===== config.mk =====
export PLATFORM = sky130hd
export DESIGN_NAME = ibpl_led_serializer
export DESIGN_NICKNAME = d
export VERILOG_FILES = /design/src/rtl/ibpl_led_pkg.sv /design/src/rtl/ibpl_led_stretch.sv /design/src/rtl/ibpl_led_serializer.sv
export SDC_FILE = /design/constraint.sdc
export NUM_CORES = 1
export LEC_CHECK = 0
export CAP_MARGIN = 20
export CELL_PAD_IN_SITES_DETAIL_PLACEMENT = 2
export CELL_PAD_IN_SITES_GLOBAL_PLACEMENT = 2
export CORE_ASPECT_RATIO = 0.6
export CORE_MARGIN = 3
export CORE_UTILIZATION = 34
export DETAILED_ROUTE_END_ITERATION = 7
export GPL_TIMING_DRIVEN = 1
export HOLD_SLACK_MARGIN = 0.03
export PLACE_DENSITY_LB_ADDON = 0.1
export SYNTH_ARGS = -nofsm -noshare
export SYNTH_HDL_FRONTEND = slang
export SYNTH_HIERARCHICAL = 1
export SYNTH_SLANG_ARGS = --single-unit

===== constraint.sdc =====
create_clock -name clk -period 3.7 [get_ports clk]
set_input_delay 0.555 -clock clk [delete_from_list [all_inputs] [get_ports clk]]
set_output_delay 0.555 -clock clk [all_outputs]
set_load 0.05 [all_outputs]

===== src/rtl/ibpl_led_pkg.sv =====
// Shared types and helpers for the backplane LED serializer.
// State encoding and slot/bit placement in the serial chain.
package ibpl_led_pkg;

  typedef enum logic [2:0] {
    IDLE,
    LOAD,
    SHIFT_LO,
    SHIFT_HI,
    LATCH
  } state_t;

  localparam int LEDS_PER_SLOT = 16;

  // Chain bit position for slot, byte select (0=led1, 1=led2), bit.
  // The chain shifts MSB first, so the highest slot's led2[7] leads.
  function automatic int led_bit(int slot, int sel, int b);
    return slot * LEDS_PER_SLOT + sel * 8 + b;
  endfunction

endpackage


===== src/rtl/ibpl_led_stretch.sv =====
// Retriggerable per-bit on-stretcher for LED inputs.
// Used by ibpl_led_serializer when IBPL_LED_STRETCH_EN is defined.
module ibpl_led_stretch
  import ibpl_led_pkg::*;
#(
  parameter int WIDTH       = 64,
  parameter int STRETCH_CYC = 500000
) (
  input  logic             clk,
  input  logic             rst,
  input  logic [WIDTH-1:0] bits,
  output logic [WIDTH-1:0] held
);

  localparam int CW = $clog2(STRETCH_CYC + 1);

  logic [CW-1:0] cnt [WIDTH];

  // Reload on a lit input, otherwise count down to zero.
  always_ff @(posedge clk) begin
    for (int i = 0; i < WIDTH; i++) begin
      if (rst) begin
        cnt[i] <= '0;
      end else if (bits[i]) begin
        cnt[i] <= CW'(STRETCH_CYC - 1);
      end else if (cnt[i] != '0) begin
        cnt[i] <= cnt[i] - 1'b1;
      end
    end
  end

  // A bit stays lit while its input or its counter is active.
  always_comb begin
    held = '0;
    for (int i = 0; i < WIDTH; i++) begin
      held[i] = bits[i] | (cnt[i] != '0);
    end
  end

endmodule


===== src/rtl/ibpl_led_serializer.sv =====
// Snapshot -> shift -> latch driver for the backplane 74HC595 LED chain.
// Optional input stretching is enabled by defining IBPL_LED_STRETCH_EN.
module ibpl_led_serializer
  import ibpl_led_pkg::*;
#(
  parameter int N_CARDLETS   = 4,
  parameter int CLK_DIV      = 4,
  parameter int REFRESH_CYC  = 50000,
  parameter int BLINK_FRAMES = 8,
  parameter int STRETCH_CYC  = 500000
) (
  input  logic                    clk,
  input  logic                    rst,
  input  logic [8*N_CARDLETS-1:0] led1_in,
  input  logic [8*N_CARDLETS-1:0] led2_in,
  input  logic [N_CARDLETS-1:0]   plugin_err,
  output logic                    ser_data,
  output logic                    ser_clk,
  output logic                    ser_latch,
  output logic                    ser_oe_n,
  output logic                    busy,
  output logic                    frame_done
);

  localparam int NBITS = LEDS_PER_SLOT * N_CARDLETS;
  localparam int TW = $clog2(REFRESH_CYC);
  localparam int DW = (CLK_DIV > 1) ? $clog2(CLK_DIV) : 1;
  localparam int IW = $clog2(NBITS + 1);
  localparam int BW = (BLINK_FRAMES > 1) ? $clog2(BLINK_FRAMES) : 1;

  if (REFRESH_CYC < 2 * CLK_DIV * (NBITS + 1)) begin : g_bad_refresh
    $error("REFRESH_CYC too short for one frame");
  end
  if (STRETCH_CYC < 1) begin : g_bad_stretch
    $error("STRETCH_CYC must be at least 1");
  end

  state_t            state;
  state_t            next;
  logic [TW-1:0]     timer;
  logic              pending;
  logic              kick;
  logic [DW-1:0]     div;
  logic              div_end;
  logic [IW-1:0]     idx;
  logic [NBITS-1:0]  sr;
  logic [NBITS-1:0]  snap;
  logic [BW-1:0]     blink_cnt;
  logic              phase;
  logic [8*N_CARDLETS-1:0] led1_s;
  logic [8*N_CARDLETS-1:0] led2_s;

`ifdef IBPL_LED_STRETCH_EN
  ibpl_led_stretch #(
    .WIDTH       (16 * N_CARDLETS),
    .STRETCH_CYC (STRETCH_CYC)
  ) u_stretch (
    .clk  (clk),
    .rst  (rst),
    .bits ({led2_in, led1_in}),
    .held ({led2_s, led1_s})
  );
`else
  assign led1_s = led1_in;
  assign led2_s = led2_in;
`endif

  // Error slots show the blink phase on all 16 LEDs.
  for (genvar k = 0; k < N_CARDLETS; k++) begin : g_slot
    for (genvar b = 0; b < 8; b++) begin : g_bit
      assign snap[led_bit(k, 0, b)] =
        plugin_err[k] ? phase : led1_s[8*k+b];
      assign snap[led_bit(k, 1, b)] =
        plugin_err[k] ? phase : led2_s[8*k+b];
    end
  end

  assign div_end = (div == DW'(CLK_DIV - 1));

  // Refresh timer; a wrap requests a frame, kick starts the first one.
  always_ff @(posedge clk) begin
    if (rst) begin
      timer   <= '0;
      pending <= 1'b0;
      kick    <= 1'b1;
    end else begin
      if (timer == TW'(REFRESH_CYC - 1)) begin
        timer <= '0;
      end else begin
        timer <= timer + 1'b1;
      end
      if (state == LOAD) begin
        pending <= 1'b0;
        kick    <= 1'b0;
      end
      if (timer == TW'(REFRESH_CYC - 1)) begin
        pending <= 1'b1;
      end
    end
  end

  // Next-state and chain pin decode.
  always_comb begin
    next      = state;
    ser_clk   = 1'b0;
    ser_latch = 1'b0;
    ser_data  = 1'b0;
    busy      = (state != IDLE);
    unique case (state)
      IDLE: begin
        if (pending || kick) next = LOAD;
      end
      LOAD: begin
        next = SHIFT_LO;
      end
      SHIFT_LO: begin
        ser_data = sr[NBITS-1];
        if (div_end) next = SHIFT_HI;
      end
      SHIFT_HI: begin
        ser_clk  = 1'b1;
        ser_data = sr[NBITS-1];
        if (div_end) begin
          next = (idx == IW'(NBITS - 1)) ? LATCH : SHIFT_LO;
        end
      end
      LATCH: begin
        ser_latch = 1'b1;
        if (div_end) next = IDLE;
      end
      default: next = IDLE;
    endcase
  end

  // State register, phase divider, shift register and frame bookkeeping.
  always_ff @(posedge clk) begin
    if (rst) begin
      state      <= IDLE;
      div        <= '0;
      idx        <= '0;
      sr         <= '0;
      frame_done <= 1'b0;
      ser_oe_n   <= 1'b1;
      blink_cnt  <= '0;
      phase      <= 1'b0;
    end else begin
      state      <= next;
      frame_done <= 1'b0;
      if (next != state || state == IDLE) begin
        div <= '0;
      end else begin
        div <= div + 1'b1;
      end
      if (state == LOAD) begin
        sr  <= snap;
        idx <= '0;
      end
      if (state == SHIFT_HI && div_end) begin
        sr  <= {sr[NBITS-2:0], 1'b0};
        idx <= idx + 1'b1;
      end
      if (state == LATCH && div_end) begin
        frame_done <= 1'b1;
        ser_oe_n   <= 1'b0;
        if (blink_cnt == BW'(BLINK_FRAMES - 1)) begin
          blink_cnt <= '0;
          phase     <= ~phase;
        end else begin
          blink_cnt <= blink_cnt + 1'b1;
        end
      end
    end
  end

endmodule

==> results.sh <==
export IMPL_tritoncts="done"
export IMPL_wl_per_cell_um=18.2
export IMPL_fin_crit_ps=2770
export IMPL_timing_rr_start="div[0]"
export IMPL_stdcell_area_mm2=0.00600
export IMPL_cts_sinks=100
export IMPL_die_y_um=98.6
export IMPL_ctsResizeCount=0
export IMPL_setup_violations_final=0
export IMPL_gp_congestion=0.769
export IMPL_htree_levels=3
export IMPL_drc=0
export IMPL_antenna_found_initial=0
export IMPL_synth_edf_count=0
export IMPL_grt_util_all_layers_pct=19.9
export IMPL_cp_top_family="buffers and inverters"
export IMPL_fin_nets=736
export IMPL_cp_end_kind="output port"
export IMPL_multi_input_area_mm2=0.00262
export IMPL_synth_top_cells_by_area="dfxtp_1, o211ai_1, nand2b_1, a21oi_1, nand3_1"
export IMPL_finalCritPeriodShare_pct=74.9
export IMPL_skew_ps=12.7
export IMPL_syn2layout_area_growth_pct=23.7
export IMPL_crit_type="flip-flop to output port"
export IMPL_num_rows=33
export IMPL_clk_pin_slew_ps=70
export IMPL_worstPathMaxFanout=10
export IMPL_worstHoldPathType="flip-flop to flip-flop"
export IMPL_fp_dieW_um=160
export IMPL_synth_top_cell_by_area="dfxtp_1"
export IMPL_grt_pass1_wl_um=26000
export IMPL_io_buffer_count=75
export IMPL_grt_overflow=0
export IMPL_nFillCells=1572
export IMPL_final_cell_mix="dfxtp_1, nand2_1, a21oi_1, clkdlybuf4s50_1, nand3_1"
export IMPL_clockBufferDepth=2
export IMPL_ys_types=36
export IMPL_power_density_mw_per_mm2=474
export IMPL_grt_pass1_vias=5082
export IMPL_critPathRequiredTime_ps=3140
export IMPL_pin_count=76
export IMPL_worst_slew_margin_rel_pct=59.7
export IMPL_yosysTopAreaCellShare_pct=41.2
export IMPL_outcome="finished clean"
export IMPL_max_freq_mhz=361
export IMPL_cp_startpoint="state[1]"
export IMPL_diodes=0
export IMPL_drive_above_1_share_pct=4.35
export IMPL_vias=4645
export IMPL_drv_slew=0
export IMPL_syn_num_nets=692
export IMPL_detail_route_antenna_nets=0
export IMPL_syn_area_per_cell_um2=7.87
export IMPL_hpwlAfterDp_um=10300
export IMPL_final_common_cell="dfxtp_1"
export IMPL_syn_area_mm2=0.00485
export IMPL_worst_path_buf_inv=1
export IMPL_cts_hold_buf=0
export IMPL_maxCapViolations=0
export IMPL_synth_cells=617
export IMPL_synth_seq_cells=100
export IMPL_synth_ff_type="dfxtp_1"
export IMPL_drtPass1Iterations=4
export IMPL_ff_latch_area_mm2=0.00200
export IMPL_hp_start="div[0]"
export IMPL_cts_setup_buffers=0
export IMPL_leakage_nw=1.97
export IMPL_max_stage_delay_ps=810
export IMPL_yosysWarnings=6
export IMPL_tightest_slew_ps=603
export IMPL_die_area_mm2=0.0158
export IMPL_ir_drop_mv=0.201
export IMPL_via_per_inst=5.41
export IMPL_post_place_ws_ps=1250
export IMPL_grt_max_degree=130
export IMPL_cts_root_buf="clkbuf_16"
export IMPL_worstSetupStartpointType="flip-flop"
export IMPL_ys_seq_area_share_pct=41.2
export IMPL_finalWirelength_um=15600
export IMPL_rsz0062_at_grt="no"
export IMPL_hold_viol=0
export IMPL_finalSetupTns_ps=0
export IMPL_start_util_pct=35.2
export IMPL_drt_initial_drc_count=226
export IMPL_coreArea_mm2=0.0138
export IMPL_critPathSlowestCell="clkdlybuf4s50_1"
export IMPL_insertion_delay_ps=350
export IMPL_dpl_cell_area_mm2=0.00571
export IMPL_cp_arrival_ps=2220
export IMPL_crit_chain="nor2b_1 > and2_1 > clkdlybuf4s50_1"
export IMPL_postSynth_asyncResetShare_pct=0
export IMPL_setup_slack_ps=929
export IMPL_numCtsBuffers=9
report_power, final:
| part | switching, mW | total, mW | internal [mW] |
|---|---|---|---|
| Sequential | 0.0847 | 1.29 | 1.21 |
| Combinational | 0.304 | 0.588 | 0.283 |
| Clock | 0.417 | 0.963 | 0.546 |
| Total | 0.806 | 2.84 | 2.04 |
sequential cells by signal, indices dropped and copies added, names as in the netlist, 2 cells and up:
| register | flops |
|---|---|
| timer | 16 |
| idx | 7 |
| blink_cnt | 3 |
| sr | 64 |
| state | 3 |
| div | 2 |
cell families (layout without fill, tap and decap cells):
| logic type | after synthesis | count (layout) | share of synthesized area [%] |
|---|---|---|---|
| simple gates | 285 | 285 | 30.1 |
| compound gates | 156 | 156 | 19.9 |
| flops | 100 | 100 | 41.2 |
| buf+inv | 57 | 106 | 5.00 |
| xor+xnor | 14 | 14 | 2.53 |
| fa+ha+maj | 5 | 5 | 1.29 |
layout make-up:
class | count | area share (%)
clock inverter | 3 | 0.771
clock buffer | 13 | 4.17
inverter | 6 | 0.375
sequential | 100 | 33.3
timing repair buffer | 84 | 13.8
multi-input combinational | 460 | 43.6
tap | 192 | 4.00
layer usage:
metal	GRT usage [%]	vias to the layer above	wire [um]
li1	-	2261	-
met1	26.6	2307	7520
met2	33.9	65	7510
met3	3.82	12	450
met4	4.13	0	121
met5	0	-	0
worst register-to-register path: stages (launching register included):
cell and delay, ps:
dfxtp_1 340, ha_1 320, nand4b_1 170, buf_4 300, or4_1 580, a21oi_1 210
through the flow:
step                hold slack [ps]  total power, mW  util [%]  instances
floorplan                       399             1.70         -        617
global placement                408             1.85      41.4        842
detailed placement              429             1.90      41.4        842
CTS                             439             2.88      43.5        858
global route                    454             3.00      43.5        858
finish                          432             2.84      43.5        858
worst paths after layout:
check	to	slack [ps]	cells after the start
setup / recovery	ser_clk	930	3
hold / removal	div[0]	430	1
setup reg to reg	idx[6]	1680	5
hold reg to reg	div[0]	430	1
Yosys cell counts (6+ instances only):
cell,count
clkbuf_1,28
a21oi_1,78
nand2_1,83
nor2_1,29
buf_2,23
xnor2_1,10
nand3_1,73
dfxtp_1,100
o211ai_1,63
inv_1,6
nand2b_1,65
(Power assumes the default switching activity.)
